File: config.mk
export PLATFORM = sky130hd
export DESIGN_NAME = mine_game_ctrl
export DESIGN_NICKNAME = d
export VERILOG_FILES = /design/src/rtl/mine_game_ctrl.sv
export SDC_FILE = /design/constraint.sdc
export NUM_CORES = 1
export LEC_CHECK = 0
export ABC_AREA = 1
export CORE_ASPECT_RATIO = 0.75
export CORE_MARGIN = 1
export CORE_UTILIZATION = 36
export DETAILED_ROUTE_END_ITERATION = 10
export SLEW_MARGIN = 20
export SYNTH_ARGS = -nofsm -noshare
export SYNTH_HDL_FRONTEND = slang
export SYNTH_SLANG_ARGS = --single-unit
File: constraint.sdc
create_clock -name CLOCK_50 -period 2.4 [get_ports CLOCK_50]
set_clock_uncertainty 0.2 [all_clocks]
set_input_delay 0.6 -clock CLOCK_50 [delete_from_list [all_inputs] [get_ports CLOCK_50]]
set_output_delay 0.6 -clock CLOCK_50 [all_outputs]
set_load 0.1 [all_outputs]
File: src/rtl/mine_game_ctrl.sv
// mine_game_ctrl: game-flow controller for Mine Quest.
// Sequences the game timer (timer_resetn / is_game_over), accepts reveal events
// from the board, counts distinct safe cells revealed and declares win or loss.
// Ports:
//   CLOCK_50, resetn          clock, async active-low reset
//   start_btn, pause_btn      debounced synchronous button levels (edge detected here)
//   reveal_valid/_is_mine/_is_new  reveal pulse and its qualifiers
//   reveal_ready              board may pulse reveal_valid only while high
//   timer_resetn, is_game_over  game timer controls
//   game_won, game_lost, state, safe_revealed  status for display logic
// All outputs are registered.
module mine_game_ctrl #(
  parameter int TOTAL_CELLS = 64,
  parameter int NUM_MINES   = 10,
  parameter int CW          = 7
) (
  input  logic          CLOCK_50,
  input  logic          resetn,
  input  logic          start_btn,
  input  logic          pause_btn,
  input  logic          reveal_valid,
  input  logic          reveal_is_mine,
  input  logic          reveal_is_new,
  output logic          reveal_ready,
  output logic          timer_resetn,
  output logic          is_game_over,
  output logic          game_won,
  output logic          game_lost,
  output logic [2:0]    state,
  output logic [CW-1:0] safe_revealed
);
  localparam int SAFE_CELLS = TOTAL_CELLS - NUM_MINES;
  localparam logic [CW-1:0] SAFE_C = CW'(SAFE_CELLS);

  typedef enum logic [2:0] {
    IDLE = 3'd0, CLEAR = 3'd1, ARMED = 3'd2, PLAYING = 3'd3,
    PAUSED = 3'd4, WON = 3'd5, LOST = 3'd6
  } state_e;

  state_e        state_q, state_d;
  logic [CW-1:0] cnt_q, cnt_d, cnt_inc;
  logic          start_q, pause_q;
  logic          start_rise, pause_rise;
  logic          reveal_ready_q, reveal_ready_d;
  logic          timer_resetn_q, timer_resetn_d;
  logic          is_game_over_q, is_game_over_d;
  logic          game_won_q, game_won_d;
  logic          game_lost_q, game_lost_d;

  always_comb begin
    start_rise = start_btn & ~start_q;
    pause_rise = pause_btn & ~pause_q;
    cnt_inc    = cnt_q + CW'(1);
    state_d    = state_q;
    cnt_d      = cnt_q;
    if (start_rise) begin
      // Restart wins over everything; the count is zeroed as CLEAR is entered
      // so the CLEAR cycle already shows a fresh board.
      state_d = CLEAR;
      cnt_d   = '0;
    end else begin
      case (state_q)
        IDLE:  state_d = IDLE;
        CLEAR: state_d = ARMED;
        ARMED, PLAYING: begin
          if (reveal_valid && reveal_is_mine) begin
            state_d = LOST;
          end else if (reveal_valid && reveal_is_new) begin
            if (cnt_q != SAFE_C) cnt_d = cnt_inc;
            state_d = (cnt_inc == SAFE_C) ? WON : PLAYING;
          end else if (state_q == PLAYING && pause_rise) begin
            // an effective reveal in the same cycle takes precedence over pause
            state_d = PAUSED;
          end
        end
        PAUSED:   if (pause_rise) state_d = PLAYING;
        WON, LOST: state_d = state_q;
        default:  state_d = IDLE;
      endcase
    end
    // Outputs are a registered decode of the next state.
    timer_resetn_d = !(state_d == IDLE || state_d == CLEAR);
    is_game_over_d = (state_d != PLAYING);
    reveal_ready_d = (state_d == ARMED || state_d == PLAYING);
    game_won_d     = (state_d == WON);
    game_lost_d    = (state_d == LOST);
  end

  always_ff @(posedge CLOCK_50 or negedge resetn) begin
    if (!resetn) begin
      state_q        <= IDLE;
      cnt_q          <= '0;
      // history starts high so a button held through reset gives no edge
      start_q        <= 1'b1;
      pause_q        <= 1'b1;
      reveal_ready_q <= 1'b0;
      timer_resetn_q <= 1'b0;
      is_game_over_q <= 1'b1;
      game_won_q     <= 1'b0;
      game_lost_q    <= 1'b0;
    end else begin
      state_q        <= state_d;
      cnt_q          <= cnt_d;
      start_q        <= start_btn;
      pause_q        <= pause_btn;
      reveal_ready_q <= reveal_ready_d;
      timer_resetn_q <= timer_resetn_d;
      is_game_over_q <= is_game_over_d;
      game_won_q     <= game_won_d;
      game_lost_q    <= game_lost_d;
    end
  end

  assign state         = state_q;
  assign safe_revealed = cnt_q;
  assign reveal_ready  = reveal_ready_q;
  assign timer_resetn  = timer_resetn_q;
  assign is_game_over  = is_game_over_q;
  assign game_won      = game_won_q;
  assign game_lost     = game_lost_q;
endmodule

Yosys cells after proc, flatten, opt, wreduce, memory -nomap -nowiden

Index checks and enable logic that the tools add are counted.

Input port bits: 7
Register bits: 17
Output and inout port bits: 15
Logic and storage cells: 54

Multiplexer cells: 12
Equality and inequality tests: 15
Add/sub/neg operators: 1
Reduce and logical (&&, ||, !) cells: 13
Bitwise logic cells: 4

Operators by type and width:

| cell                                                  | count |
|---|---|
| 2-to-1 mux 7 bit                                      | 5 |
| 2-to-1 mux 3 bit                                      | 6 |
| equality test 3 bit, second input constant            | 5 |
| equality test 3 x 2 -> 1 bit, second input constant   | 4 |
| case mux 3 bit (4 select lines)                       | 1 |
| adder 7 x 1 -> 7 bit, second input constant           | 1 |
| equality test 7 x 6 -> 1 bit, second input constant   | 1 |
| inequality test 7 x 6 -> 1 bit, second input constant | 1 |
| equality test 3 x 1 -> 1 bit, second input constant   | 2 |
| nonzero test 2 bit                                    | 3 |
| AND reduction 4 bit                                   | 1 |
| OR reduction 2 bit                                    | 2 |
| logical AND 1 bit                                     | 3 |
| logical NOT 3 bit                                     | 1 |
| inequality test 3 x 2 -> 1 bit, second input constant | 1 |
| bitwise AND 1 bit                                     | 2 |
| logical OR 1 bit                                      | 2 |
| inequality test 2 bit, second input constant          | 1 |
| NOT 1 bit                                             | 2 |
| logical NOT 1 bit                                     | 1 |

Logic depth before layout (Yosys ltp)

Gate-level depths: netlist of the first run.

Word-level depth: 11
Mapped depth: 14

Least setup slack after synthesis of the first run

OpenSTA, ideal clock, no wires.

Path kind: register -> register
From: register cnt_q[0], in the netlist safe_revealed[0]
To: register cnt_q[0], in the netlist safe_revealed[0]
Path slack: -0.064 ns
Library setup time: 0.161 ns
Cell stages (with the launch flop): 11
Arrival time: 2.103 ns
Data required time: 2.039 ns
Cell sequence: dfrtp_1 inv_1 ha_1 nand3_1 nor3_1 nor4_4 inv_2 nand2_2 inv_2 nand2_1 o21ai_1

Cells in the longest elaborated chain, start to end: 6

Ends and longest elaborated chain:

| element                | RTL line | RTL |
|---|---|---|
| start, declared        | 41       | `logic [CW-1:0] cnt_q, cnt_d, cnt_inc;` |
| start signal, assigned | 103      | `cnt_q <= cnt_d;` |
| adder 7 x 1 -> 7 bit   | 53       | `cnt_inc = cnt_q + CW'(1);` |
| 2-to-1 mux 7 bit       | 69       | `if (cnt_q != SAFE_C) cnt_d = cnt_inc;` |
| 2-to-1 mux 7 bit       | 68       | `end else if (reveal_valid && reveal_is_new) begin` |
| 2-to-1 mux 7 bit       | 66       | `if (reveal_valid && reveal_is_mine) begin` |
| 2-to-1 mux 7 bit       | 62       | `case (state_q)` |
| 2-to-1 mux 7 bit       | 56       | `if (start_rise) begin` |

Parallel ways exist; a longest one is shown, timed or not. The select of a mux whose other input is x is not followed.
A chain may end at the register's enable or synchronous reset.

Worst setup path in the final report of the first run

From: input reveal_valid
To: register cnt_q[0], in the netlist safe_revealed[0]

Cells in the longest elaborated chain, start to end: 3

Ends and longest elaborated chain:

| element                                                               | RTL line | RTL |
|---|---|---|
| start, declared                                                       | 21       | `input logic reveal_valid,` |
| logical AND 1 bit (on tied branches)                                  | 66, 68   |  |
| inequality test 2 bit (no line) or nonzero test 2 bit (tied branches) | --       |  |
| AND reduction 4 bit (no line) (*)                                     | --       |  |

Every way passes the cells marked *; elsewhere a longest branch is shown, timed or not.

==> reports/qor.yml, run 1 <==
crit-reg2reg-capture: "reveal_ready"
maxCapViolCount: 0
gp_congestion: 0.859
max-clock-path-buffers: 2
fin_crit_ns: 2.00
cpMaxStageDelayCell: "clkdlybuf4s50_1"
required_ns: 2.40
crit_cells: 9
end_kind: "flip-flop"
cts-resized-gates: 0
crit_fanout: 6
synth_nets: 135
final.setup.tns_ns: 0
area_growth_pct: 34.9
layout_commonest_cell: "nand2_1"
min_path_type: "flip-flop to flip-flop"
num_rows: 15
cts.clk_slew.worst_paths_ns: 0.11
rrSetupSlack_ns: 0.52
drtIter0Drc: 43
nets: 164
route.detailed.drc: 0
arrival_ns: 2.00
crit_type: "input port to flip-flop"
synth-seq-cells: 17
die_h_um: 46.6
grt_setup_unrepaired: "false"
pre_cts_slack_ns: 0.0540
grt-ovfl-total: 0
yosysUniqueCellTypes: 23
fillers: 236
clkSinkCount: 17
cp-start-kind: "input port"
r2r-start: "safe_revealed[0]"
synth_warnings: 0
grt_pass1_wl_mm: 3.40
grt_max_degree: 18
wl_mm: 2.08
die_w_um: 61.5
critPathBufInv: 3
min_period_over_period_pct: 83.5
dpl.hpwl_mm: 1.64
clk_latency_ns: 0.30
ff_latch_area_um2: 432
slew_violations: 0
yosysSeqAreaShare_pct: 45.0
track_usage_pct: 17.1
hold_buffers: 0
setup_viol: 0
finalHoldViolations: 0
first_global_vias: 706
relSlewSlack_pct: 71.2
antenna_found_initial: 0
ant_nets: 0
cp_cell_sequence: "clkdlybuf4s50_1, nand2_2, or2_4, nor4_4, inv_2, nand2_2, inv_2, nand2_1, o21ai_1"
syn-cell-area_um2: 955
ir_drop_mv: 0.696
fin_ws_ns: 0.396
max_clock_freq_mhz: 499
die_area_mm2: 0.00286
routedWlPerCell_um: 11.1
worst_pin_slew_ns: 0.433
r2r_cells: 13
final_cell_mix: "nand2_1, inv_1, nor2_1, buf_4, dfrtp_1"
via_per_inst: 4.57
numCtsBuffers: 3
coreArea_mm2: 0.00240
tritoncts: "built"
num_vias: 855
postSynthCellCount: 125
endpoint: "safe_revealed[0]"
root_buffer: "clkbuf_4"
powerDensity_mw_per_mm2: 998
drive_gt1_share_pct: 25.5
h-tree-depth: 1
start_util_pct: 39.7
multi_input_area_um2: 450
crit_start: "reveal_valid"
drt_pre_antenna_iters: 4
path_delay_family: "simple AND/OR/NAND/NOR gates"
status: "complete, no violations"
antenna_cells: 0
cp_slowest_stage_delay_ns: 0.49
post-cts-setup-buffers: 0
syn_avg_cell_area_um2: 7.64
numPortBuffers: 21
num_io_pins: 22
power_leakage_nw: 0.609
-- cells by family after synthesis --
family	count (synthesis)	synth area share [%]
AOI/OAI and AO/OA	14	7.99
adders and majority gates	3	3.93
buffers and inverters	19	7.86
and+or+nand+nor	72	35.3
DFF	17	45.0
-- cell usage after synthesis (all sizes together) --
cell type  number  share of area (%)
clkinv          1               0.39
nand4           1               0.66
dfrtp          14                 37
a31oi           1               0.66
nor3            2                1.0
nand3          12                6.8
clkbuf          1               0.79
dfstp           3                8.3
nor3b           1               0.79
nand2          39                 17
o22ai           2                1.3
inv            17                6.7
nor4            1                2.2
o21bai          1               0.79
nor2           15                5.9
a21oi           1               0.52
o21ai           9                4.7
or2             1               0.92
ha              3                3.9
-- layout make-up --
| cell class | instances | share of cell area, % |
|---|---|---|
| clock buffers | 3 | 1.75 |
| clock inverters | 1 | 0.583 |
| inverters | 18 | 5.25 |
| multi-input cells | 89 | 35.0 |
| flip-flops and latches | 17 | 33.5 |
| well taps | 34 | 3.30 |
| repair buffers | 25 | 20.6 |
-- sequential cells by signal, summed over array words and instances (netlist names) --
signal,flops
pause_q,1
game_won,1
game_lost,1
reveal_ready,1
state,3
timer_resetn,1
is_game_over,1
safe_revealed,7
start_q,1
-- worst min-delay path by stage --
stage / start / endpoint / slack [ns] / cells past startpoint
3_5_place_dp: safe_revealed[0] / safe_revealed[0] / 0.34 / 1
6_report: safe_revealed[0] / safe_revealed[0] / 0.35 / 1
2_1_floorplan: resetn / game_lost / 0.10 / 0
3_3_place_gp: safe_revealed[0] / safe_revealed[0] / 0.32 / 1
4_1_cts: safe_revealed[0] / safe_revealed[0] / 0.36 / 1
5_1_grt: safe_revealed[0] / safe_revealed[0] / 0.38 / 1
-- power by group --
group | switching, W | internal, W
Clock | 0.0000962 | 0.0000635
Sequential | 0.0000626 | 0.000342
Combinational | 0.000527 | 0.000193
Total | 0.000685 | 0.000599
-- worst register-to-register path, delay by kind of cell (launching register included) --
family,cells,cell delay (ns)
simple gates,12,0.83
flops,1,0.47
fa+ha+maj,1,0.26
-- layer usage --
layer	track usage, %	up-vias	routed length (um)
met5	0	-	0
met4	2.67	0	10
met3	5.34	2	105
met2	22.0	22	831
met1	27.4	375	1140
li1	-	456	-
-- through the flow --
stage | util (%) | instances | hold slack, ns | area, um2 | power, W
after CTS | 53.6 | 187 | 0.356 | 1290 | 0.00129
after global placement | 52.3 | 183 | 0.325 | 1260 | 0.00113
after floorplan | - | 125 | 0.104 | 957 | 0.000934
after global routing | 53.6 | 187 | 0.384 | 1290 | 0.00137
after detailed placement | 52.3 | 183 | 0.338 | 1260 | 0.00113
final | 53.6 | 187 | 0.352 | 1290 | 0.00128
Power figures use the tool's default switching activity.
==> inputs of run 2 (changes only) <==
clock period = 1.6 ns   (was 2.4 ns; I/O delays follow)
==> reports/qor.yml, run 2 (synthesized netlist as in run 1, its figures left out) <==
status: "finished with violations"  # was complete, no violations
violations: "negative setup slack"
placed_cells: 196  # was 183
relSlewSlack_pct: 77.9  # was 71.2%
tritoncts: "built"  # unchanged
max-clock-path-buffers: 2  # unchanged
num_vias: 1050  # was 855
die_h_um: 46.6  # unchanged
antenna_found_initial: 0  # unchanged
min_period_over_period_pct: 124
hold_buffers: 0  # unchanged
via_per_inst: 5.00  # was 4.57
crit-reg2reg-capture: "reveal_ready"  # unchanged
root_buffer: "clkbuf_4"  # unchanged
crit_fanout: 5  # was 6
r2r-start: "safe_revealed[1]"  # was safe_revealed[0]
gp_congestion: 0.861  # was 0.859
finalHoldViolations: 0  # unchanged
drtIter0Drc: 39  # was 43
r2r_cells: 12  # was 13
layout_commonest_cell: "nand2_1"  # unchanged
power_leakage_nw: 0.758  # was 0.609 nW
ir_drop_mv: 0.896  # was 0.696 mV
die_area_mm2: 0.00286  # unchanged
num_rows: 15  # unchanged
met1_usage_pct: 29.8  # was 27.4%
multi_input_area_um2: 577  # was 450 um2
crit_type: "flip-flop to flip-flop"  # was input port to flip-flop
final_area_mm2: 0.00176  # was 0.00129 mm2
powerDensity_mw_per_mm2: 1320  # was 998 mW/mm2
ff_latch_area_um2: 454  # was 432 um2
route.detailed.drc: 0  # unchanged
met2_usage_pct: 35.4  # was 22.0%
maxCapViolCount: 0  # unchanged
wl_mm: 3.03  # was 2.08 mm
setup_viol: 24  # was 0
cp-start-kind: "flip-flop"  # was input port
dpl_cell_area_mm2: 0.00155  # was 0.00126 mm2
slew_violations: 0  # unchanged
fillers: 184  # was 236
die_w_um: 61.5  # unchanged
final_cell_mix: "nand2_1, buf_4, buf_12, nor2_1, inv_1"  # was nand2_1, inv_1, nor2_1, buf_4, dfrtp_1
drive_gt1_share_pct: 52.3  # was 25.5%
end_kind: "flip-flop"  # unchanged
grt_util_met3_pct: 5.34  # unchanged
max_clock_freq_mhz: 506
final_cells: 210  # was 187
fin_ws_ns: -0.376  # was 0.396 ns
clkSinkCount: 17  # unchanged
grt_setup_unrepaired: "true"  # was false
top_usage_layer: "met2"  # was met1
required_ns: 1.61  # was 2.40 ns
dpl.hpwl_mm: 2.09  # was 1.64 mm
grt_max_degree: 18  # unchanged
utilization_pct: 73.2  # was 53.6%
clk_latency_ns: 0.30  # about the same
min_path_type: "input port to async pin"  # was flip-flop to flip-flop
worst_pin_slew_ns: 0.328  # was 0.433 ns
arrival_ns: 1.98  # was 2.00 ns
first_global_vias: 927  # was 706
grt_pass1_wl_mm: 4.31  # was 3.40 mm
start_util_pct: 39.7  # unchanged
h-tree-depth: 1  # unchanged
rrSetupSlack_ns: -0.38  # was 0.52 ns
antenna_cells: 0  # unchanged
numPortBuffers: 21  # unchanged
drt_pre_antenna_iters: 4  # unchanged
num_io_pins: 22  # unchanged
largest_reg_flops: 7  # unchanged
cts.clk_slew.worst_paths_ns: 0.11  # about the same
numCtsBuffers: 3  # unchanged
routedWlPerCell_um: 14.4  # was 11.1 um
pre_cts_slack_ns: -0.499  # was 0.0540 ns
ant_nets: 0  # unchanged
track_usage_pct: 22.0  # was 17.1%
area_growth_pct: 84.3  # was 34.9%
coreArea_mm2: 0.00240  # unchanged
fin_crit_ns: 1.98
grt-ovfl-total: 0  # unchanged
nets: 187  # was 164
## run 2: worst max path at each step
| stage | from | end | depth (start not counted) | slack [ns] |
|---|---|---|---|---|
| global placement | reveal_valid | safe_revealed[5] | 9 | -0.45 |
| global route | safe_revealed[1] | reveal_ready | 14 | -0.48 |
| floorplan | safe_revealed[0] | safe_revealed[0] | 10 | -0.35 |
| CTS | safe_revealed[1] | game_lost | 12 | -0.28 |
| detailed placement | reveal_valid | safe_revealed[4] | 7 | -0.50 |
| finish | safe_revealed[1] | reveal_ready | 12 | -0.38 |
## run 2: through the flow
step / TNS (ns) / total power (W) / hold slack [ns]
3_3_place_gp: -5.41 / 0.00194 / 0.420
5_1_grt: -6.45 / 0.00242 / 0.224
4_1_cts: -3.99 / 0.00224 / 0.208
6_report: -4.85 / 0.00232 / 0.201
2_1_floorplan: -3.80 / 0.00146 / -0.0956
3_5_place_dp: -6.12 / 0.00196 / 0.449
## run 2: worst max-delay path, cell delays in order, from the launching register on
cell and delay (ns):
dfrtp_4 0.53, buf_4 0.15, inv_1 0.06, ha_1 0.19, nand3_2 0.10, nor2_1 0.12, nand2_1 0.10, nand2_1 0.07
nand2_1 0.05, nand2_1 0.08, nand2_2 0.09, nand2_4 0.09, nor2_1 0.04
## run 2: area by class of cell
class                           count  share of cell area (%)
Timing Repair Buffer               48                    33.3
Sequential cell                    17                    25.8
Tap cell                           34                    2.42
Inverter                           18                    3.98
Multi-Input combinational cell     89                    32.8
Clock inverter                      1                   0.427
Clock buffer                        3                    1.28
## run 2: power breakdown
part           internal (W)  switching (W)
logic              0.000514       0.000916
clock network     0.0000955       0.000155
registers          0.000537       0.000102
## run 2: routing by layer
layer  wire length, um  part of all wire, %  vias to the layer above
li1                  -                    -                      498
met1              1310                   43                      498
met2              1450                   48                       42
met3               178                  5.9                       12
met4                95                  3.1                        0
met5                 0                    0                        -
## run 2: timing repair
item                                   in CTS  in global routing
setup endpoints to repair                  24                 24
endpoints found under the hold margin       0                  0
gates resized for setup                    17                 17
pin swaps                                  12                 10
setup buffers                               2                  9
==> inputs of run 3 (changes only) <==
GPL_TIMING_DRIVEN = 0   (was not set)
SLEW_MARGIN = 40   (was 20)
clock period = 2.3 ns   (was 1.6 ns; I/O delays follow)
==> reports/qor.yml, run 3 (synthesized netlist as in run 1, its figures left out) <==
gp_congestion: 0.885  # was 0.861
hold_buffers: 0  # unchanged
min_period_over_period_pct: 91.4
via_per_inst: 4.68  # was 5.00
max_clock_freq_mhz: 475
crit_fanout: 6  # was 5
internal_power_w: 0.000550  # was 0.00115 W
setup_viol: 0  # was 24
min_path_type: "flip-flop to flip-flop"  # was input port to async pin
start_util_pct: 39.7  # unchanged
slew_violations: 0  # unchanged
h-tree-depth: 1  # unchanged
antenna_found_initial: 0  # unchanged
rrSetupSlack_ns: 0.40  # was -0.38 ns
first_global_vias: 754  # was 927
max-clock-path-buffers: 2  # unchanged
num_io_pins: 22  # unchanged
numCtsBuffers: 3  # unchanged
drt_pre_antenna_iters: 4  # unchanged
end_kind: "flip-flop"  # unchanged
antenna_cells: 0  # unchanged
p_sw_w: 0.000698  # was 0.00117 W
track_usage_pct: 16.7  # was 22.0%
ir_drop_mv: 0.667  # was 0.896 mV
relSlewSlack_pct: 67.4  # was 77.9%
clk_latency_ns: 0.30  # about the same
required_ns: 2.29  # was 1.61 ns
area_growth_pct: 22.3  # was 84.3%
powerDensity_mw_per_mm2: 1070  # was 1320 mW/mm2
crit_type: "input port to flip-flop"  # was flip-flop to flip-flop
p_clk_share_pct: 13.1  # was 10.8%
layout_commonest_cell: "nand2_1"  # unchanged
wl_mm: 2.02  # was 3.03 mm
fillers: 249  # was 184
die_area_mm2: 0.00286  # unchanged
ant_nets: 0  # unchanged
power.share.switching_pct: 55.9  # was 50.6%
worst_pin_slew_ns: 0.492  # was 0.328 ns
ff_latch_area_um2: 432  # was 454 um2
post-cts-setup-buffers: 0  # was 2
grt_pass1_wl_mm: 3.33  # was 4.31 mm
num_rows: 15  # unchanged
route.detailed.drc: 0  # unchanged
pwr-share-seq_pct: 31.0  # was 27.6%
nets: 162  # was 187
arrival_ns: 2.09  # was 1.98 ns
power_leakage_nw: 0.581  # was 0.758 nW
coreArea_mm2: 0.00240  # unchanged
grt_setup_unrepaired: "false"  # was true
status: "complete, no violations"  # was finished with violations
tritoncts: "built"  # unchanged
maxCapViolCount: 0  # unchanged
routedWlPerCell_um: 10.9  # was 14.4 um
cp-start-kind: "input port"  # was flip-flop
final_cell_mix: "nand2_1, buf_2, inv_1, nor2_1, dfrtp_1"  # was nand2_1, buf_4, buf_12, nor2_1, inv_1
num_vias: 865  # was 1050
numPortBuffers: 21  # unchanged
grt-ovfl-total: 0  # unchanged
root_buffer: "clkbuf_4"  # unchanged
finalHoldViolations: 0  # unchanged
fin_crit_ns: 2.10
clkSinkCount: 17  # unchanged
multi_input_area_um2: 450  # was 577 um2
grt_max_degree: 18  # unchanged
dpl.hpwl_mm: 1.56  # was 2.09 mm
die_h_um: 46.6  # unchanged
utilization_pct: 48.6  # was 73.2%
combPwrFrac_pct: 55.9  # was 61.7%
drtIter0Drc: 40  # was 39
cts-resized-gates: 0  # was 17
final.setup.tns_ns: 0  # was -4.85 ns
largest_reg_flops: 7  # unchanged
drive_gt1_share_pct: 24.5  # was 52.3%
cts.clk_slew.worst_paths_ns: 0.10  # was 0.11 ns
die_w_um: 61.5  # unchanged
## run 3: cell types whose count changed in the layout (fill, tap and decap cells not counted), moves of 5 or more
cell     delta
buf_6       -7
buf_12     -15
nand3_1     +5
dfrtp_1     +8
dfrtp_4     -5
buf_4      -20
buf_2      +16
nand2_1     +5
## run 3: path summary, 6_finish.rpt
kind | startpoint | to | depth (start not counted)
min in group asynchronous | resetn | safe_revealed[6] | 2
worst min-delay path | safe_revealed[0] | safe_revealed[0] | 1
worst max register to register | safe_revealed[0] | game_lost | 13
worst max-delay path | reveal_valid | safe_revealed[0] | 9
worst min register to register | safe_revealed[0] | safe_revealed[0] | 1
max in group asynchronous | resetn | is_game_over | 2
## run 3: critical path: stages
cell,delay [ns]
clkdlybuf4s50_1,0.49
nand2_2,0.09
or2_4,0.24
nor4_4,0.34
inv_2,0.06
nand2_2,0.13
inv_2,0.05
nand2_1,0.05
o21ai_1,0.06
## run 3: layer usage
layer	global-route usage, %	vias to the layer above	wire (um)
met3	6.74	2	141
met2	23.5	28	803
met5	0	-	0
li1	-	450	-
met1	23.4	385	1060
met4	4.44	0	15
## run 3: final cells by class
type,instances,area share (%)
Inverter,18,5.79
Clock buffer,3,1.93
Buffer,1,0.643
Multi-Input combinational cell,89,38.6
Tap cell,34,3.64
Sequential cell,17,37.0
Timing Repair Buffer,22,12.0
Clock inverter,1,0.429
## run 3: per-stage QoR
| stage | std cells | power [W] | instance area [um2] | setup slack [ns] | hold WS (ns) |
|---|---|---|---|---|---|
| global route | 185 | 0.00133 | 1170 | 0.0956 | 0.373 |
| finish | 185 | 0.00125 | 1170 | 0.197 | 0.343 |
| floorplan | 125 | 0.000975 | 957 | 0.0643 | 0.0794 |
| global placement | 180 | 0.00114 | 1210 | -0.148 | 0.330 |
| CTS | 184 | 0.00126 | 1160 | 0.191 | 0.359 |
| detailed placement | 180 | 0.00109 | 1130 | -0.137 | 0.344 |
## run 3: power groups by stage
stage,Sequential [W],Clock [W],Combinational [W]
after floorplan,0.000765,0,0.000210
after global placement,0.000396,0,0.000742
after detailed placement,0.000394,0,0.000697
after CTS,0.000388,0.000175,0.000699
after global routing,0.000396,0.000187,0.000746
final,0.000387,0.000164,0.000697
